**config.mk**
```make
export PLATFORM = sky130hd
export DESIGN_NAME = host_cmd_rx_param
export DESIGN_NICKNAME = d
export VERILOG_FILES = /design/src/rtl/host_rx_pkg.sv /design/src/rtl/host_rx_fifo.sv /design/src/rtl/host_cmd_rx_param.sv
export SDC_FILE = /design/constraint.sdc
export NUM_CORES = 1
export LEC_CHECK = 0
export BUFFER_PORTS_ARGS = -buffer_cell sky130_fd_sc_hd__buf_2
export CORE_AREA = 2 2 466 468
export CTS_CLUSTER_DIAMETER = 60
export DETAILED_ROUTE_END_ITERATION = 8
export DIE_AREA = 0 0 468 470
export SETUP_SLACK_MARGIN = 0.1
export SYNTH_ARGS = -nofsm -noshare
export SYNTH_HDL_FRONTEND = slang
export SYNTH_HIERARCHICAL = 1
export SYNTH_SLANG_ARGS = --single-unit
```
**constraint.sdc**
```tcl
create_clock -name clk -period 5 [get_ports clk]
set_clock_uncertainty 0.05 [all_clocks]
set_input_delay 0.25 -clock clk [delete_from_list [all_inputs] [get_ports clk]]
set_output_delay 0.25 -clock clk [all_outputs]
set_load 0.01 [all_outputs]
```
**src/rtl/host_rx_pkg.sv**
```systemverilog
// Shared constants for the host command receive front end: opcodes, error codes,
// packet byte offsets, frame field positions and the sequencer state encoding.
package host_rx_pkg;

    localparam int ENTRY_W = 72;

    localparam logic [7:0] OP_ENCRYPT_CFG = 8'h01;
    localparam logic [7:0] OP_READ        = 8'h03;

    localparam logic [2:0] ERR_NONE    = 3'd0;
    localparam logic [2:0] ERR_TARGET  = 3'd1;
    localparam logic [2:0] ERR_SIZE    = 3'd2;
    localparam logic [2:0] ERR_CHANNEL = 3'd3;
    localparam logic [2:0] ERR_OPCODE  = 3'd4;

    localparam int BYTE_OPCODE  = 0;
    localparam int BYTE_TARGET  = 1;
    localparam int BYTE_LEN     = 7;
    localparam int BYTE_PAYLOAD = 8;

    localparam int FRM_OPCODE_LSB  = 0;
    localparam int FRM_TARGET_LSB  = 8;
    localparam int FRM_CHANNEL_LSB = 56;
    localparam int FRM_ERR_LSB     = 64;
    localparam int FRM_ENC_BIT     = 72;

    typedef enum logic [1:0] {
        ST_IDLE   = 2'd0,
        ST_DECODE = 2'd1,
        ST_EMIT   = 2'd2,
        ST_DONE   = 2'd3
    } state_e;

    function automatic logic [7:0] pkt_byte(input logic [ENTRY_W-1:0] pkt, input int idx);
        return pkt[8*idx +: 8];
    endfunction

    function automatic logic [15:0] sat_inc16(input logic [15:0] v);
        return (v == 16'hFFFF) ? v : v + 16'd1;
    endfunction

endpackage

```
**src/rtl/host_rx_fifo.sv**
```systemverilog
// Small synchronous FIFO holding the stored 72-bit packet prefixes.
// Head entry is presented combinationally on rdata while not empty.
module host_rx_fifo #(
    parameter int DEPTH = 4,
    parameter int W     = 72
) (
    input  logic         clk,
    input  logic         rst_n,
    input  logic         push,
    input  logic [W-1:0] wdata,
    input  logic         pop,
    output logic [W-1:0] rdata,
    output logic         full,
    output logic         empty
);
    localparam int AW = $clog2(DEPTH);

    logic [W-1:0] mem_q [DEPTH];
    logic [AW:0]  wr_ptr_q, wr_ptr_d;
    logic [AW:0]  rd_ptr_q, rd_ptr_d;
    logic         do_push, do_pop;

    // Extra pointer bit distinguishes full from empty when the indices match.
    assign full    = (wr_ptr_q[AW] != rd_ptr_q[AW]) && (wr_ptr_q[AW-1:0] == rd_ptr_q[AW-1:0]);
    assign empty   = (wr_ptr_q == rd_ptr_q);
    assign do_push = push && !full;
    assign do_pop  = pop && !empty;
    assign rdata   = mem_q[rd_ptr_q[AW-1:0]];

    always_comb begin
        wr_ptr_d = wr_ptr_q;
        rd_ptr_d = rd_ptr_q;
        if (do_push) wr_ptr_d = wr_ptr_q + 1'b1;
        if (do_pop)  rd_ptr_d = rd_ptr_q + 1'b1;
    end

    always_ff @(posedge clk or negedge rst_n) begin
        if (!rst_n) begin
            wr_ptr_q <= '0;
            rd_ptr_q <= '0;
        end else begin
            wr_ptr_q <= wr_ptr_d;
            rd_ptr_q <= rd_ptr_d;
        end
    end

    always_ff @(posedge clk) begin
        if (do_push) mem_q[wr_ptr_q[AW-1:0]] <= wdata;
    end

endmodule

```
**src/rtl/host_cmd_rx_param.sv**
```systemverilog
// Host command receive front end: queues packets, decodes/checks them, keeps the
// per-channel encrypt mask and emits one frame per packet. HOST_RX_STATS_EN adds counters.
module host_cmd_rx_param #(
    parameter int IN_W       = 1024,
    parameter int OUT_W      = 144,
    parameter int NUM_CH     = 4,
    parameter int FIFO_DEPTH = 4
) (
    input  logic              clk,
    input  logic              reset,
    input  logic [IN_W-1:0]   input_data,
    input  logic              send_packet,
    output logic              in_ready,
    output logic [OUT_W-1:0]  encoded_output,
    output logic              out_valid,
    input  logic              out_ready,
    output logic [NUM_CH-1:0] encrypt_decrypt_passthrough,
    output logic              error,
    output logic [2:0]        error_code,
    output logic              done,
    output logic              overflow,
    output logic [1:0]        dbg_state
`ifdef HOST_RX_STATS_EN
    ,
    output logic [15:0]       stat_ok,
    output logic [15:0]       stat_err,
    output logic [15:0]       stat_drop
`endif
);
    import host_rx_pkg::*;

    // Handshakes: a packet enters when send_packet && in_ready at a rising edge; a frame
    // leaves when out_valid && out_ready at a rising edge, and the frame is held stable until then.
    state_e              state_q, state_d;
    logic [ENTRY_W-1:0]  pkt_q, pkt_d;
    logic [NUM_CH-1:0]   enc_q, enc_d;
    logic [OUT_W-1:0]    frame_q, frame_d;
    logic                out_valid_q, out_valid_d;
    logic                done_q, done_d;
    logic                error_q, error_d;
    logic [2:0]          error_code_q, error_code_d;
    logic                overflow_q, overflow_d;

    logic                fifo_full, fifo_empty, fifo_push, fifo_pop;
    logic [ENTRY_W-1:0]  fifo_rdata;
    logic                unused_bits;

    assign fifo_push   = send_packet && !fifo_full;
    assign unused_bits = ^{input_data, pkt_q};

    host_rx_fifo #(.DEPTH(FIFO_DEPTH), .W(ENTRY_W)) u_fifo (
        .clk   (clk),
        .rst_n (reset),
        .push  (fifo_push),
        .wdata (input_data[ENTRY_W-1:0]),
        .pop   (fifo_pop),
        .rdata (fifo_rdata),
        .full  (fifo_full),
        .empty (fifo_empty)
    );

    logic [7:0]        opcode, len_field, dec_channel;
    logic [47:0]       target;
    logic [2:0]        dec_code;
    logic [NUM_CH-1:0] enc_next;
    logic              enc_bit;
    logic [OUT_W-1:0]  dec_frame;

    always_comb begin
        opcode      = pkt_byte(pkt_q, BYTE_OPCODE);
        len_field   = pkt_byte(pkt_q, BYTE_LEN);
        target      = pkt_q[8*BYTE_TARGET +: 48];
        dec_code    = ERR_NONE;
        dec_channel = '0;
        enc_next    = enc_q;
        enc_bit     = 1'b0;
        case (opcode)
            OP_ENCRYPT_CFG: begin
                if (target != '1)              dec_code = ERR_TARGET;
                else if (len_field != 8'h01)   dec_code = ERR_SIZE;
                else                           enc_next = pkt_q[8*BYTE_PAYLOAD +: NUM_CH];
            end
            OP_READ: begin
                dec_channel = len_field;
                if (len_field >= 8'(NUM_CH)) dec_code = ERR_CHANNEL;
            end
            default: dec_code = ERR_OPCODE;
        endcase
        // Out-of-range channels match no mask bit and report 0.
        for (int i = 0; i < NUM_CH; i++) begin
            if (dec_channel == 8'(i)) enc_bit = enc_next[i];
        end
        dec_frame = '0;
        dec_frame[FRM_OPCODE_LSB +: 8]  = opcode;
        dec_frame[FRM_TARGET_LSB +: 48] = target;
        dec_frame[FRM_CHANNEL_LSB +: 8] = dec_channel;
        dec_frame[FRM_ERR_LSB +: 8]     = {5'b0, dec_code};
        dec_frame[FRM_ENC_BIT]          = enc_bit;
    end

    always_comb begin
        state_d      = state_q;
        pkt_d        = pkt_q;
        enc_d        = enc_q;
        frame_d      = frame_q;
        out_valid_d  = out_valid_q;
        done_d       = 1'b0;
        error_d      = error_q;
        error_code_d = error_code_q;
        fifo_pop     = 1'b0;
        overflow_d   = overflow_q | (send_packet & fifo_full);
        case (state_q)
            ST_IDLE: begin
                if (!fifo_empty) begin
                    fifo_pop = 1'b1;
                    pkt_d    = fifo_rdata;
                    state_d  = ST_DECODE;
                end
            end
            ST_DECODE: begin
                enc_d        = enc_next;
                frame_d      = dec_frame;
                error_d      = (dec_code != ERR_NONE);
                error_code_d = dec_code;
                out_valid_d  = 1'b1;
                state_d      = ST_EMIT;
            end
            ST_EMIT: begin
                if (out_ready) begin
                    out_valid_d  = 1'b0;
                    error_d      = 1'b0;
                    error_code_d = ERR_NONE;
                    done_d       = 1'b1;
                    state_d      = ST_DONE;
                end
            end
            ST_DONE: state_d = ST_IDLE;
            default: state_d = ST_IDLE;
        endcase
    end

    always_ff @(posedge clk or negedge reset) begin
        if (!reset) begin
            state_q      <= ST_IDLE;
            pkt_q        <= '0;
            enc_q        <= '0;
            frame_q      <= '0;
            out_valid_q  <= 1'b0;
            done_q       <= 1'b0;
            error_q      <= 1'b0;
            error_code_q <= ERR_NONE;
            overflow_q   <= 1'b0;
        end else begin
            state_q      <= state_d;
            pkt_q        <= pkt_d;
            enc_q        <= enc_d;
            frame_q      <= frame_d;
            out_valid_q  <= out_valid_d;
            done_q       <= done_d;
            error_q      <= error_d;
            error_code_q <= error_code_d;
            overflow_q   <= overflow_d;
        end
    end

    assign in_ready                    = !fifo_full;
    assign encoded_output              = frame_q;
    assign out_valid                   = out_valid_q;
    assign encrypt_decrypt_passthrough = enc_q;
    assign error                       = error_q;
    assign error_code                  = error_code_q;
    assign done                        = done_q;
    assign overflow                    = overflow_q;
    assign dbg_state                   = state_q;

`ifdef HOST_RX_STATS_EN
    logic [15:0] stat_ok_q, stat_ok_d, stat_err_q, stat_err_d, stat_drop_q, stat_drop_d;

    // The emitted frame is still held in frame_q during DONE, so its error field decides.
    always_comb begin
        stat_ok_d   = stat_ok_q;
        stat_err_d  = stat_err_q;
        stat_drop_d = stat_drop_q;
        if (state_q == ST_DONE) begin
            if (frame_q[FRM_ERR_LSB +: 3] == ERR_NONE) stat_ok_d  = sat_inc16(stat_ok_q);
            else                                       stat_err_d = sat_inc16(stat_err_q);
        end
        if (send_packet && fifo_full) stat_drop_d = sat_inc16(stat_drop_q);
    end

    always_ff @(posedge clk or negedge reset) begin
        if (!reset) begin
            stat_ok_q   <= '0;
            stat_err_q  <= '0;
            stat_drop_q <= '0;
        end else begin
            stat_ok_q   <= stat_ok_d;
            stat_err_q  <= stat_err_d;
            stat_drop_q <= stat_drop_d;
        end
    end

    assign stat_ok   = stat_ok_q;
    assign stat_err  = stat_err_q;
    assign stat_drop = stat_drop_q;
`endif

endmodule

```
==> impl_metrics.py, run 1 <==
metrics = {
    "status": {
        "status": "completed",
    },
    "synthesis": {
        "ys_warn_count": 6,
        "synth_area_mm2": 0.0168,
        "avgSynthCellArea_um2": 18.9,
        "syn_inst": 887,
    },
    "clock_tree": {
        "clk_latency_ps": 630,
        "postCtsSetupRepairBufs": 0,
        "ctsHtreeMaxLevel": 2,
        "path_clk_slew_ps": 60,
        "cts_buffers": 55,
        "clock-root-buffer": "clkbuf_16",
        "cts-resized-gates": 0,
        "cts_max_path_buffers": 3,
        "cts.sink_count": 427,
        "cts_tree": "done",
    },
    "worst_setup_path": {
        "crit_start": "u_fifo/rd_ptr_q[0]",
        "end_kind": "flop",
        "reg2reg_slack_ps": 1170,
        "cp_max_fo": 29,
        "startpoint_type": "flop",
        "critPathKind": "reg2reg",
        "crit_required_ps": 5270,
        "r2r-end": "u_fifo/mem_q[3][40]",
        "reg2reg_from": "u_fifo/rd_ptr_q[0]",
        "reg2regPathDepth": 7,
        "cp.arrival_ps": 4100,
    },
    "global_routing": {
        "grt.total_usage": 0.0470,
        "grt.overflow.total": 0,
        "grt_antenna_before_repair": 35,
        "grt_max_degree": 99,
        "grt_pass1_vias": 9017,
        "grt_pass1_wl_um": 72100,
    },
    "floorplan": {
        "die-area_mm2": 0.220,
        "die_y_um": 470,
        "core_mm2": 0.216,
        "io_pins": 1186,
        "start_util": 0.0777,
        "chipWidth_um": 468,
        "rows": 171,
    },
    "pwr": {
        "p_sw_frac": 0.327,
        "power_frac_clock": 0.294,
        "power.density_mw_per_mm2": 578,
        "totalPowerFinal_mw": 13.6,
        "power.share.combinational": 0.291,
        "ir_drop_v": 0.000288,
        "p_sw_mw": 4.43,
        "leakagePower_nw": 7.82,
        "p_int_mw": 9.13,
        "power_frac_seq": 0.415,
    },
    "sta": {
        "finalCriticalPeriod_ps": 3830,
        "finalSetupViolations": 0,
        "rsz0062_at_grt": "false",
        "clock.fmax_mhz": 261,
        "worst_slack_ps": 1170,
        "worst_slew_pin_slew_ps": 1120,
        "final-max-slew-violation-count": 0,
        "whs_ps": 138,
        "hold_viol": 0,
        "tns_ps": 0,
        "relSlewSlack": 0.251,
        "period_share": 0.765,
    },
    "routing": {
        "num_vias": 8641,
        "m1WireLength_um": 20900,
        "wl_per_cell_um": 12.9,
        "drtPass1Iterations": 4,
        "drt-initial-drc-count": 304,
        "drc_errors": 0,
        "top_layer_used": "met5",
        "avgViaCountPerCell": 2.13,
        "wl_met2_um": 26200,
        "wl_um": 52400,
        "wl_met3_um": 3160,
        "ant_nets": 0,
    },
    "layout": {
        "fin_cells": 4060,
        "syn_to_final_growth_pct": 40.1,
        "layout.nets": 2186,
        "layout-drive-gt1-share": 0.400,
    },
    "placed_design": {
        "dp_hpwl_um": 38900,
        "dp_slack_ps": 1010,
        "gp_congestion": 0.695,
        "io_buffers": 153,
        "dp.cells": 3875,
    },
    "hold_path": {
        "hold_path_class": "in2async",
    },
    "job": {
        "maxCapViolCount": 0,
    },
}
-- flip-flops by register name, summed over array words and instances (netlist names) --
register and count:
done 1, u_fifo/rd_ptr_q 3, u_fifo/mem_q 272, error_code 3, pkt_q 68, dbg_state 2
overflow 1, u_fifo/wr_ptr_q 3, encoded_output 68, encrypt_decrypt_passthrough 4, out_valid 1, error 1
-- placed cells by master (no fill, tap or decap), drive strengths merged, types with 9 or more instances in the layout --
cell type    instances
edfxtp             272
buf                169
dfrtp              155
mux2               127
conb                76
dlygate4sd3         71
mux4                68
clkbuf              63
inv                 32
clkinv              20
nand2               14
o21ai               13
nand4               12
nor2                11
diode               10
a21oi               10
ha                   9
-- per-layer routing --
layer	global-route usage	up-vias
li1	-	3805
met1	0.0531	4436
met2	0.0816	260
met3	0.0145	112
met4	0.0188	28
met5	0	-
-- power by group through the flow --
stage	registers [mW]	clock network, mW	logic, mW
after global routing	5.77	4.26	4.33
final	5.63	3.99	3.94
after CTS	5.67	4.13	4.16
after global placement	5.68	0	4.05
after floorplan	5.55	0	2.59
after detailed placement	5.73	0	4.08
-- through the flow --
stage | util | instance area (µm²)
2_1_floorplan | - | 17000
3_3_place_gp | 0.0967 | 20900
3_5_place_dp | 0.0967 | 20900
4_1_cts | 0.109 | 23500
5_1_grt | 0.109 | 23500
6_report | 0.109 | 23500
-- cell type report --
cell class | count | area (µm²)
Inverter | 19 | 71.3
Sequential cell | 427 | 12100
Timing Repair Buffer | 240 | 1640
Clock buffer | 63 | 1430
Tap cell | 2854 | 3570
Antenna cell | 10 | 25.0
Multi-Input combinational cell | 406 | 4230
Fill cell | 24400 | 192000
Clock inverter | 41 | 462
-- worst max-delay path: stages, from the launching register on --
cell	delay [ps]
dfrtp_4	840
xnor2_1	360
nand3_1	250
inv_1	120
nor2b_1	400
nand2_1	170
a31oi_4	900
buf_4	380
-- worst max-delay path by stage --
stage | end | slack (ps) | cells after the start
2_1_floorplan | u_fifo/mem_q[3][0] | 1120 | 6
3_3_place_gp | u_fifo/mem_q[3][40] | 1070 | 7
3_5_place_dp | u_fifo/mem_q[3][40] | 1010 | 7
4_1_cts | u_fifo/mem_q[3][32] | 990 | 7
5_1_grt | u_fifo/mem_q[3][36] | 860 | 7
6_report | u_fifo/mem_q[3][40] | 1170 | 7
-- timing repair --
| item | CTS | global route |
|---|---|---|
| endpoints found under the hold margin | 332 | 0 |
| hold buffers | 71 | 0 |
| setup endpoints to repair | 0 | 0 |
(Power assumes the default switching activity.)
==> inputs of run 2 (changes only) <==
- clock period: 5 -> 3.75 ns (I/O delays scaled with it)
==> impl_metrics.py, run 2 (synthesis results as in run 1) <==
metrics = {
    "clock_tree": {
        "path_clk_slew_ps": 60,
        "clock-root-buffer": "clkbuf_16",
        "cts_tree": "done",
        "cts.sink_count": 427,
        "clk_latency_ps": 600,
        "ctsHtreeMaxLevel": 2,
        "cts-resized-gates": 0,
        "cts_max_path_buffers": 3,
        "cts_buffers": 46,
    },
    "worst_setup_path": {
        "reg2regPathDepth": 7,
        "cp.arrival_ps": 3230,
        "critPathKind": "reg2reg",
        "reg2reg_from": "u_fifo/wr_ptr_q[0]",
        "crit_family": "simple AND/OR/NAND/NOR gates",
        "end_kind": "flop",
        "crit_required_ps": 3910,
        "path_cells": "xnor2_1, nand3_1, inv_1, nor2b_1, nand2_1, a31oi_4, buf_4",
        "cp_max_fo": 30,
        "crit_start": "u_fifo/wr_ptr_q[0]",
        "cp.depth": 7,
        "critical_path_buf_inv_count": 2,
        "slowest_delay_ps": 500,
        "cp_slowest_cell": "buf_4",
        "startpoint_type": "flop",
    },
    "sta": {
        "period_share": 0.817,
        "worst_slack_ps": 686,
        "relSlewSlack": 0.395,
        "finalSetupViolations": 0,
        "rsz0062_at_grt": "false",
        "finalCriticalPeriod_ps": 3060,
        "clock.fmax_mhz": 326,
        "tns_ps": 0,
        "worst_slew_pin_slew_ps": 907,
        "final-max-slew-violation-count": 0,
        "hold_viol": 0,
    },
    "global_routing": {
        "grt_pass1_wl_um": 72600,
        "grt_antenna_before_repair": 39,
        "grt.overflow.total": 0,
        "grt_pass1_vias": 8849,
        "grt.total_usage": 0.0472,
        "grt_max_degree": 80,
    },
    "pwr": {
        "leakagePower_nw": 7.70,
        "totalPowerFinal_mw": 17.5,
        "ir_drop_v": 0.000489,
        "power.density_mw_per_mm2": 754,
    },
    "floorplan": {
        "rows": 171,
        "io_pins": 1186,
        "die_y_um": 470,
        "die-area_mm2": 0.220,
        "chipWidth_um": 468,
        "start_util": 0.0777,
        "core_mm2": 0.216,
    },
    "layout": {
        "largest_register_ffs": 272,
        "syn_to_final_growth_pct": 38.7,
        "layout.nets": 2180,
        "stdcell_area_mm2": 0.0232,
        "multi_input_area_mm2": 0.00423,
        "seqCellArea_mm2": 0.0121,
        "layout-drive-gt1-share": 0.387,
        "fin_util": 0.108,
        "mostFrequentLayoutCells": "edfxtp_1 (272), dfrtp_1 (153), buf_2 (152), mux2_2 (123), conb_1 (76)",
        "layout_commonest_cell": "edfxtp_1",
        "fill_cells": 24400,
    },
    "routing": {
        "ant_nets": 0,
        "drt-initial-drc-count": 499,
        "wl_per_cell_um": 13.1,
        "num_vias": 8660,
        "drtPass1Iterations": 4,
        "avgViaCountPerCell": 2.14,
        "drc_errors": 0,
        "wl_um": 53000,
    },
    "placed_design": {
        "dp_hpwl_um": 39400,
        "io_buffers": 153,
        "gp_congestion": 0.690,
        "place_area_mm2": 0.0209,
        "dp_slack_ps": 668,
    },
    "job": {
        "maxCapViolCount": 0,
    },
    "hold_path": {
        "hold_path_class": "in2async",
    },
    "status": {
        "status": "completed",
    },
}
[run 2: changes by cell type in the layout (fill, tap and decap cells not counted), moves of 3 or more]
| cell | previous run | this run |
|---|---|---|
| clkinv_2 | 11 | 3 |
| diode_2 | 10 | 7 |
| clkinv_1 | 2 | 5 |
| clkbuf_8 | 2 | 7 |
| clkbuf_16 | 55 | 46 |
| clkinv_8 | 5 | 2 |
| buf_12 | 3 | 6 |
| inv_8 | 7 | 2 |
| clkbuf_1 | 6 | 9 |
| clkinvlp_4 | 4 | 1 |
[run 2: layer usage]
metal / vias to the layer above / part of all wire / track usage
li1: 3791 / - / -
met1: 4456 / 0.36 / 0.0493
met2: 266 / 0.53 / 0.0876
met3: 107 / 0.076 / 0.0167
met4: 40 / 0.027 / 0.0142
met5: - / 0.0046 / 0
[run 2: final timing paths]
path                       slack (ps)                  end
min reg2reg                       410             overflow
min                               150   encoded_output[12]
max reg2reg                       690  u_fifo/mem_q[3][37]
max in group asynchronous        2370   encoded_output[47]
min in group clk                  320  u_fifo/mem_q[0][18]
max                               690  u_fifo/mem_q[3][37]
[run 2: per-stage QoR]
stage | hold WS, ps | cells
after CTS | 171 | 4035
final | 154 | 4042
after global placement | 257 | 3878
after detailed placement | 256 | 3878
after global routing | 239 | 4041
after floorplan | -158 | 962
[run 2: power by group]
group | switching, mW | internal [mW] | total [mW] | leakage, nW
logic | 2.92 | 2.52 | 5.43 | 2.58
registers | 0.759 | 6.60 | 7.36 | 4.34
clock network | 1.95 | 2.79 | 4.74 | 0.781
[run 2: what timing repair did]
| item | 4_1_cts | 5_1_grt |
|---|---|---|
| hold buffers | 71 | 0 |
| endpoints found under the hold margin | 352 | 0 |
| setup endpoints to repair | 0 | 0 |
| setup buffers | 0 | 0 |
[run 2: worst reg2reg max path, delay by kind of cell, from the launching register on]
kind | cells | cell delay [ps]
flops | 1 | 480
simple gates | 3 | 930
compound gates | 1 | 220
xor+xnor | 1 | 300
buf+inv | 2 | 650
[run 2: layout make-up]
| class | count | area share |
|---|---|---|
| clock buffers | 62 | 0.0551 |
| repair buffers | 243 | 0.0732 |
| flip-flops and latches | 427 | 0.519 |
| well taps | 2854 | 0.154 |
| clock inverters | 24 | 0.0138 |
| diodes | 7 | 0.000754 |
| inverters | 19 | 0.00307 |
| multi-input cells | 406 | 0.182 |
